===== src/rtl/spi_controller_if.sv =====
// Host-side request/response bundle and SPI pins of spi_controller.
// master drives requests; slave is the controller itself.
interface spi_controller_if;
   logic       start;
   logic       wr;
   logic [6:0] addr;
   logic [7:0] wdata;
   logic       busy;
   logic       done;
   logic       SCLK;
   logic       COPI;
   logic       nCS;

   modport master (
      output start, wr, addr, wdata,
      input  busy, done, SCLK, COPI, nCS
   );

   modport slave (
      input  start, wr, addr, wdata,
      output busy, done, SCLK, COPI, nCS
   );
endinterface


===== src/rtl/spi_controller.sv =====
// Mode-0 SPI write controller: shifts one 16-bit {wr,addr,wdata}
// frame MSB first, all pins registered.
module spi_controller #(
   parameter int unsigned CLK_DIV = 4
) (
   input logic             clk,
   input logic             rst,
   spi_controller_if.slave bus
);

   typedef enum logic [2:0] {
      IDLE,
      SETUP,
      HIGH,
      LOW,
      GAP
   } state_t;

   localparam logic [7:0] LAST = 8'(CLK_DIV - 1);

   state_t      state_q, state_d;
   logic [7:0]  phase_q, phase_d;
   logic [3:0]  bit_q, bit_d;
   logic [15:0] frame_q, frame_d;
   logic        sclk_q, sclk_d;
   logic        copi_q, copi_d;
   logic        ncs_q, ncs_d;
   logic        busy_q, busy_d;
   logic        done_q, done_d;
   logic        last;
   logic [3:0]  nxt;

   assign last = (phase_q == LAST);
   assign nxt  = bit_q - 4'd1;

   always_ff @(posedge clk or posedge rst) begin
      if (rst) begin
         state_q <= IDLE;
         phase_q <= 8'd0;
         bit_q   <= 4'd0;
         frame_q <= 16'd0;
         sclk_q  <= 1'b0;
         copi_q  <= 1'b0;
         ncs_q   <= 1'b1;
         busy_q  <= 1'b0;
         done_q  <= 1'b0;
      end else begin
         state_q <= state_d;
         phase_q <= phase_d;
         bit_q   <= bit_d;
         frame_q <= frame_d;
         sclk_q  <= sclk_d;
         copi_q  <= copi_d;
         ncs_q   <= ncs_d;
         busy_q  <= busy_d;
         done_q  <= done_d;
      end
   end

   // Outputs are computed for the next state so every pin is a flop.
   always_comb begin
      state_d = state_q;
      phase_d = last ? 8'd0 : phase_q + 8'd1;
      bit_d   = bit_q;
      frame_d = frame_q;
      sclk_d  = sclk_q;
      copi_d  = copi_q;
      ncs_d   = ncs_q;
      busy_d  = busy_q;
      done_d  = 1'b0;
      unique case (state_q)
         IDLE: begin
            phase_d = 8'd0;
            if (bus.start) begin
               frame_d = {bus.wr, bus.addr, bus.wdata};
               state_d = SETUP;
               bit_d   = 4'd15;
               ncs_d   = 1'b0;
               sclk_d  = 1'b0;
               copi_d  = bus.wr;
               busy_d  = 1'b1;
            end
         end
         SETUP: begin
            if (last) begin
               state_d = HIGH;
               sclk_d  = 1'b1;
            end
         end
         HIGH: begin
            if (last) begin
               state_d = LOW;
               sclk_d  = 1'b0;
               copi_d  = (bit_q == 4'd0) ? frame_q[0]
                                         : frame_q[nxt];
            end
         end
         // Final LOW after bit 0 doubles as chip-select hold.
         LOW: begin
            if (last) begin
               if (bit_q == 4'd0) begin
                  state_d = GAP;
                  ncs_d   = 1'b1;
                  copi_d  = 1'b0;
                  done_d  = 1'b1;
               end else begin
                  state_d = HIGH;
                  sclk_d  = 1'b1;
                  bit_d   = nxt;
               end
            end
         end
         GAP: begin
            if (last) begin
               state_d = IDLE;
               busy_d  = 1'b0;
            end
         end
         default: state_d = IDLE;
      endcase
   end

   assign bus.busy = busy_q;
   assign bus.done = done_q;
   assign bus.SCLK = sclk_q;
   assign bus.COPI = copi_q;
   assign bus.nCS  = ncs_q;

endmodule


===== src/flat_wrapper.sv =====
// flat-port wrapper written by rule: the top's interface ports become plain ports
module spi_controller_flat 
#(
   parameter int unsigned CLK_DIV = 4
)
  (clk, rst, bus_start, bus_wr, bus_addr, bus_wdata, bus_busy, bus_done, bus_SCLK, bus_COPI, bus_nCS);
  spi_controller_if bus_i ();
  input logic clk;
  input logic rst;
  input wire logic [$bits(bus_i.start)-1:0] bus_start;
  input wire logic [$bits(bus_i.wr)-1:0] bus_wr;
  input wire logic [$bits(bus_i.addr)-1:0] bus_addr;
  input wire logic [$bits(bus_i.wdata)-1:0] bus_wdata;
  output wire logic [$bits(bus_i.busy)-1:0] bus_busy;
  output wire logic [$bits(bus_i.done)-1:0] bus_done;
  output wire logic [$bits(bus_i.SCLK)-1:0] bus_SCLK;
  output wire logic [$bits(bus_i.COPI)-1:0] bus_COPI;
  output wire logic [$bits(bus_i.nCS)-1:0] bus_nCS;
  assign bus_i.start = bus_start;
  assign bus_i.wr = bus_wr;
  assign bus_i.addr = bus_addr;
  assign bus_i.wdata = bus_wdata;
  assign bus_busy = bus_i.busy;
  assign bus_done = bus_i.done;
  assign bus_SCLK = bus_i.SCLK;
  assign bus_COPI = bus_i.COPI;
  assign bus_nCS = bus_i.nCS;
  spi_controller #(.CLK_DIV(CLK_DIV)) u_core (.clk(clk), .rst(rst), .bus(bus_i));
endmodule

===== config.mk =====
export PLATFORM = sky130hd
export DESIGN_NAME = spi_controller_flat
export DESIGN_NICKNAME = d
export VERILOG_FILES = /design/src/rtl/spi_controller_if.sv /design/src/rtl/spi_controller.sv /design/src/flat_wrapper.sv
export SDC_FILE = /design/constraint.sdc
export NUM_CORES = 1
export LEC_CHECK = 0
export CAP_MARGIN = 20
export CORE_ASPECT_RATIO = 0.6
export CORE_MARGIN = 4
export CORE_UTILIZATION = 45
export CTS_CLUSTER_DIAMETER = 200
export CTS_CLUSTER_SIZE = 40
export DETAILED_ROUTE_END_ITERATION = 7
export PLACE_DENSITY = 0.75
export SYNTH_ARGS = -nofsm -noshare
export SYNTH_HDL_FRONTEND = slang
export SYNTH_SLANG_ARGS = --single-unit

===== constraint.sdc =====
create_clock -name clk -period 2.3 [get_ports clk]
set_clock_uncertainty 0.15 [all_clocks]
set_input_delay 0.46 -clock clk [delete_from_list [all_inputs] [get_ports clk]]
set_output_delay 0.46 -clock clk [all_outputs]
set_load 0.02 [all_outputs]

==> impl_results.md <==
* CTS clk-pin slew, worst paths at around 0.080 ns
* Worst skew pair latency at ~0.30 ns
* Largest area contributor in the netlist: dfrtp_1
* GRT overflow at 0
* Slew Limit Fails at 0
* First-pass GRT wire length at roughly 6.5 mm
* Placer Congestion at 0.7739
* Hold path depth at 1
* Initial antenna violation count at 0
* Post-Place Worst Slack at -0.1751 ns
* I/O Buffers at 23
* Reg2reg path depth at 7
* Worst r2r dst: u_core.bus.COPI
* Vias per cell at 5.626
* Main combinational cell family by area after synthesis: multiplexers
* Number of global-route vias before repair at between 1000 and 1500
* Syn_nets at between 150 and 200
* CP Launch Type: register
* Post-Synth Simple-Gate Area at 0.1420
* Yosys warns at 0
* Reg2reg start: u_core.bit_q[0]
* Most frequent cells in the layout: dfrtp_1 (35), clkdlybuf4s50_1 (23), nor2_1 (16), mux2_2 (16), nand2_1 (13)
* I/O Pins at 24
* LEAKAGE at between 0.9 and 1 nW
* Slew @ Worst Pin at between 0.4 and 0.5 ns
* FP Rows at 17
* Synth Register Bits at 36
* Synth Instances at 156
* DRC violations left at 0
* Crit path arrival time at 2.25 ns
* Multi-input gate area at 859.6 sq um
* Crit-path cells: inv_2 > ha_4 > xor2_4 > mux4_2 > mux4_2 > a21oi_2 > o31ai_1
* Required @ worst endpoint at roughly 2.3 ns
* Max VDD drop at 0.6350 mV
* DRT antenna net count at 0
* # diodes at 0
* Pin count of the biggest net entering global routing at 37
* DR WL/cell at around 16 microns
* Max Fclk at 0.4507 GHz
* WL final at 3.912 mm
* CP most frequent cell: mux4_2
* XOR/XNOR Fraction of Synth Area at 0.03977
* CTS tree: done
* CP delay by family, top: multiplexers
* Hold wc startpoint: u_core.phase_q[0]
* Post-synthesis mux area share at 0.1747
* Share of Yosys cell area claimed by the top area cell type at 0.4972
* Fillcell total at between 200 and 300
* Die span in x at a little under 90 microns
* Critical path buffers and inverters at 1
* Drt initial violations at 66
* Initial Util at 0.4733
* Crit path time final at around 2.2 ns
* Vias at around 1300
* Adder-cell share of the synthesized area at 0.01420
* Crit. End Element: register
* Layout cells sized above 1 at 0.2304
* Critical Path Max Stage Delay at approximately 0.5 ns
* NumNets Final at 211
* Synth Area in Compound Gates at 0.09304
* Core footprint at approximately 3700 sq um
* Yosys cell types at 37
* Die height at approximately 56 microns
* Placed Area at 2103 sq um
* Layout area overhead at 28.34%
* Register area share after synthesis at 0.5121
* Total Power at 2.568 mW
* Crit Path Max Fanout at 4
* Most common cell after layout, fill and taps aside: dfrtp_1
* Root Driver: clkbuf_8
* Crit share post-route at 0.9647
* Post-route design area at 2261 sq um
* Class of the worst hold path: reg2reg
* Final hold vios at 0
* Status: finished, final reports clean
* H-Tree Depth at 2
* Hold_ws at 0.3482 ns
* Pre-antenna DRT Iters at 5
* TritonCTS Buffers at 5
* Syn Std Cell Area at about 1800 sq um
* CP max stage cell: mux4_2
* Final setup fails at 0
* Clock Sinks at 36
* DIE AREA at around 5000 sq um
* GRT Overall Usage at 0.1723
* Min-Delay Endpoint: u_core.phase_q[0]
* DP Wirelength at about 2.8 mm
* PnR worst setup slack at ~0.08 ns
* Storage element area at ~900 sq um
* Max-slew headroom at 0.7027
* Avg Inst Size Synth at about 11 sq um
* Worst R2R Setup Slack at between 0.08 and 0.09 ns
* Max clock buf depth at 2
* Crit path kind: reg2reg
* Synth area leaders: dfrtp_1 (50%), mux2_2 (10%), mux4_1 (6.0%)
* Power density over the cells at 1136 nW/um^2
* Max_cap viols at 0
==> Yosys cell counts <==
master	n
a2111oi_0	1
a21boi_0	1
a21o_1	1
a21oi_1	7
a22o_1	1
a31oi_1	3
and2_1	3
and3_1	1
buf_2	4
clkbuf_1	2
dfrtp_1	35
dfstp_2	1
ha_1	2
inv_1	3
inv_2	1
mux2_2	16
mux4_1	4
mux4_2	1
nand2_1	13
nand2b_1	1
nand3_1	5
nor2_1	16
nor2b_1	3
nor3_1	5
nor3b_1	1
nor4b_1	1
o211ai_1	1
o21a_1	2
o21ai_0	5
o22ai_1	1
o311ai_0	1
o31ai_1	2
or2_1	1
or2_2	1
or3_1	2
xnor2_1	3
xor2_1	5
==> cell type report <==
| cell class | instances | area share |
|---|---|---|
| Sequential cell | 36 | 0.3990 |
| Multi-Input combinational cell | 110 | 0.3802 |
| Timing Repair Buffer | 33 | 0.1406 |
| Clock buffer | 6 | 0.03210 |
| Tap cell | 47 | 0.02601 |
| Clock inverter | 2 | 0.01550 |
| Inverter | 4 | 0.006641 |
==> how the worst max path moves through the flow <==
stage	slack, ns	endpoint	startpoint	cells past startpoint
3_3_place_gp	0.04	u_core.bus.COPI	u_core.bit_q[0]	7
4_1_cts	0.05	u_core.bus.COPI	u_core.bit_q[1]	7
3_5_place_dp	-0.18	u_core.bus.COPI	u_core.bit_q[1]	7
2_1_floorplan	0.06	u_core.bus.COPI	u_core.bit_q[0]	7
6_report	0.08	u_core.bus.COPI	u_core.bit_q[0]	7
5_1_grt	-0.0009	u_core.bus.SCLK	u_core.phase_q[0]	6
==> registers in the layout, indices dropped and copies added, names as in the netlist <==
signal / cells
u_core.bus.busy: 1
u_core.bus.SCLK: 1
u_core.bus.done: 1
u_core.phase_q: 8
u_core.bit_q: 4
u_core.bus.nCS: 1
u_core.bus.COPI: 1
u_core.frame_q: 16
u_core.state_q: 3
==> per-layer routing <==
layer  part of all wire  global-route usage  wire length, microns  vias up
met5                  0                   0                     0        -
met4              0.020             0.06250                    80        0
met3              0.043             0.06452                   167       10
met2               0.47              0.2484                  1849       30
met1               0.46              0.2357                  1816      674
li1                   -                   -                     -      625
==> power breakdown <==
part	switching, mW	internal [mW]	total, mW
clock network	0.233	0.322	0.555
registers	0.177	0.857	1.03
logic	0.443	0.536	0.979
==> metrics by stage <==
| stage | TNS [ns] | instances | utilization |
|---|---|---|---|
| floorplan | 0 | 156 | - |
| global placement | 0 | 229 | 0.5650 |
| detailed placement | -0.1751 | 229 | 0.5650 |
| CTS | 0 | 237 | 0.6024 |
| global route | -0.0009102 | 238 | 0.6074 |
| finish | 0 | 238 | 0.6074 |
==> what timing repair did <==
action / CTS / global route
hold buffers: 0 / 0
buffers inserted: 0 / 1
pin swaps: 0 / 0
resized for setup: 4 / 5
endpoints found under the setup margin: 1 / 5
==> worst reg2reg max path, cell delays in order, from the launching register on <==
cell and delay [ns]:
dfrtp_1 0.40, inv_2 0.09, ha_4 0.18, xor2_4 0.22, mux4_2 0.34, mux4_2 0.49, a21oi_2 0.15, o31ai_1 0.08
==> cell families (layout without fill, tap and decap cells) <==
| kind of cell | count (synthesis) | after routing |
|---|---|---|
| xor gates and xnor gates | 8 | 8 |
| buffers and inverters | 10 | 45 |
| DFF | 36 | 36 |
| muxes | 21 | 21 |
| adders and majority gates | 2 | 2 |
| and+or+nand+nor | 53 | 53 |
| AOI/OAI and AO/OA | 26 | 26 |
(Power assumes the default switching activity.)
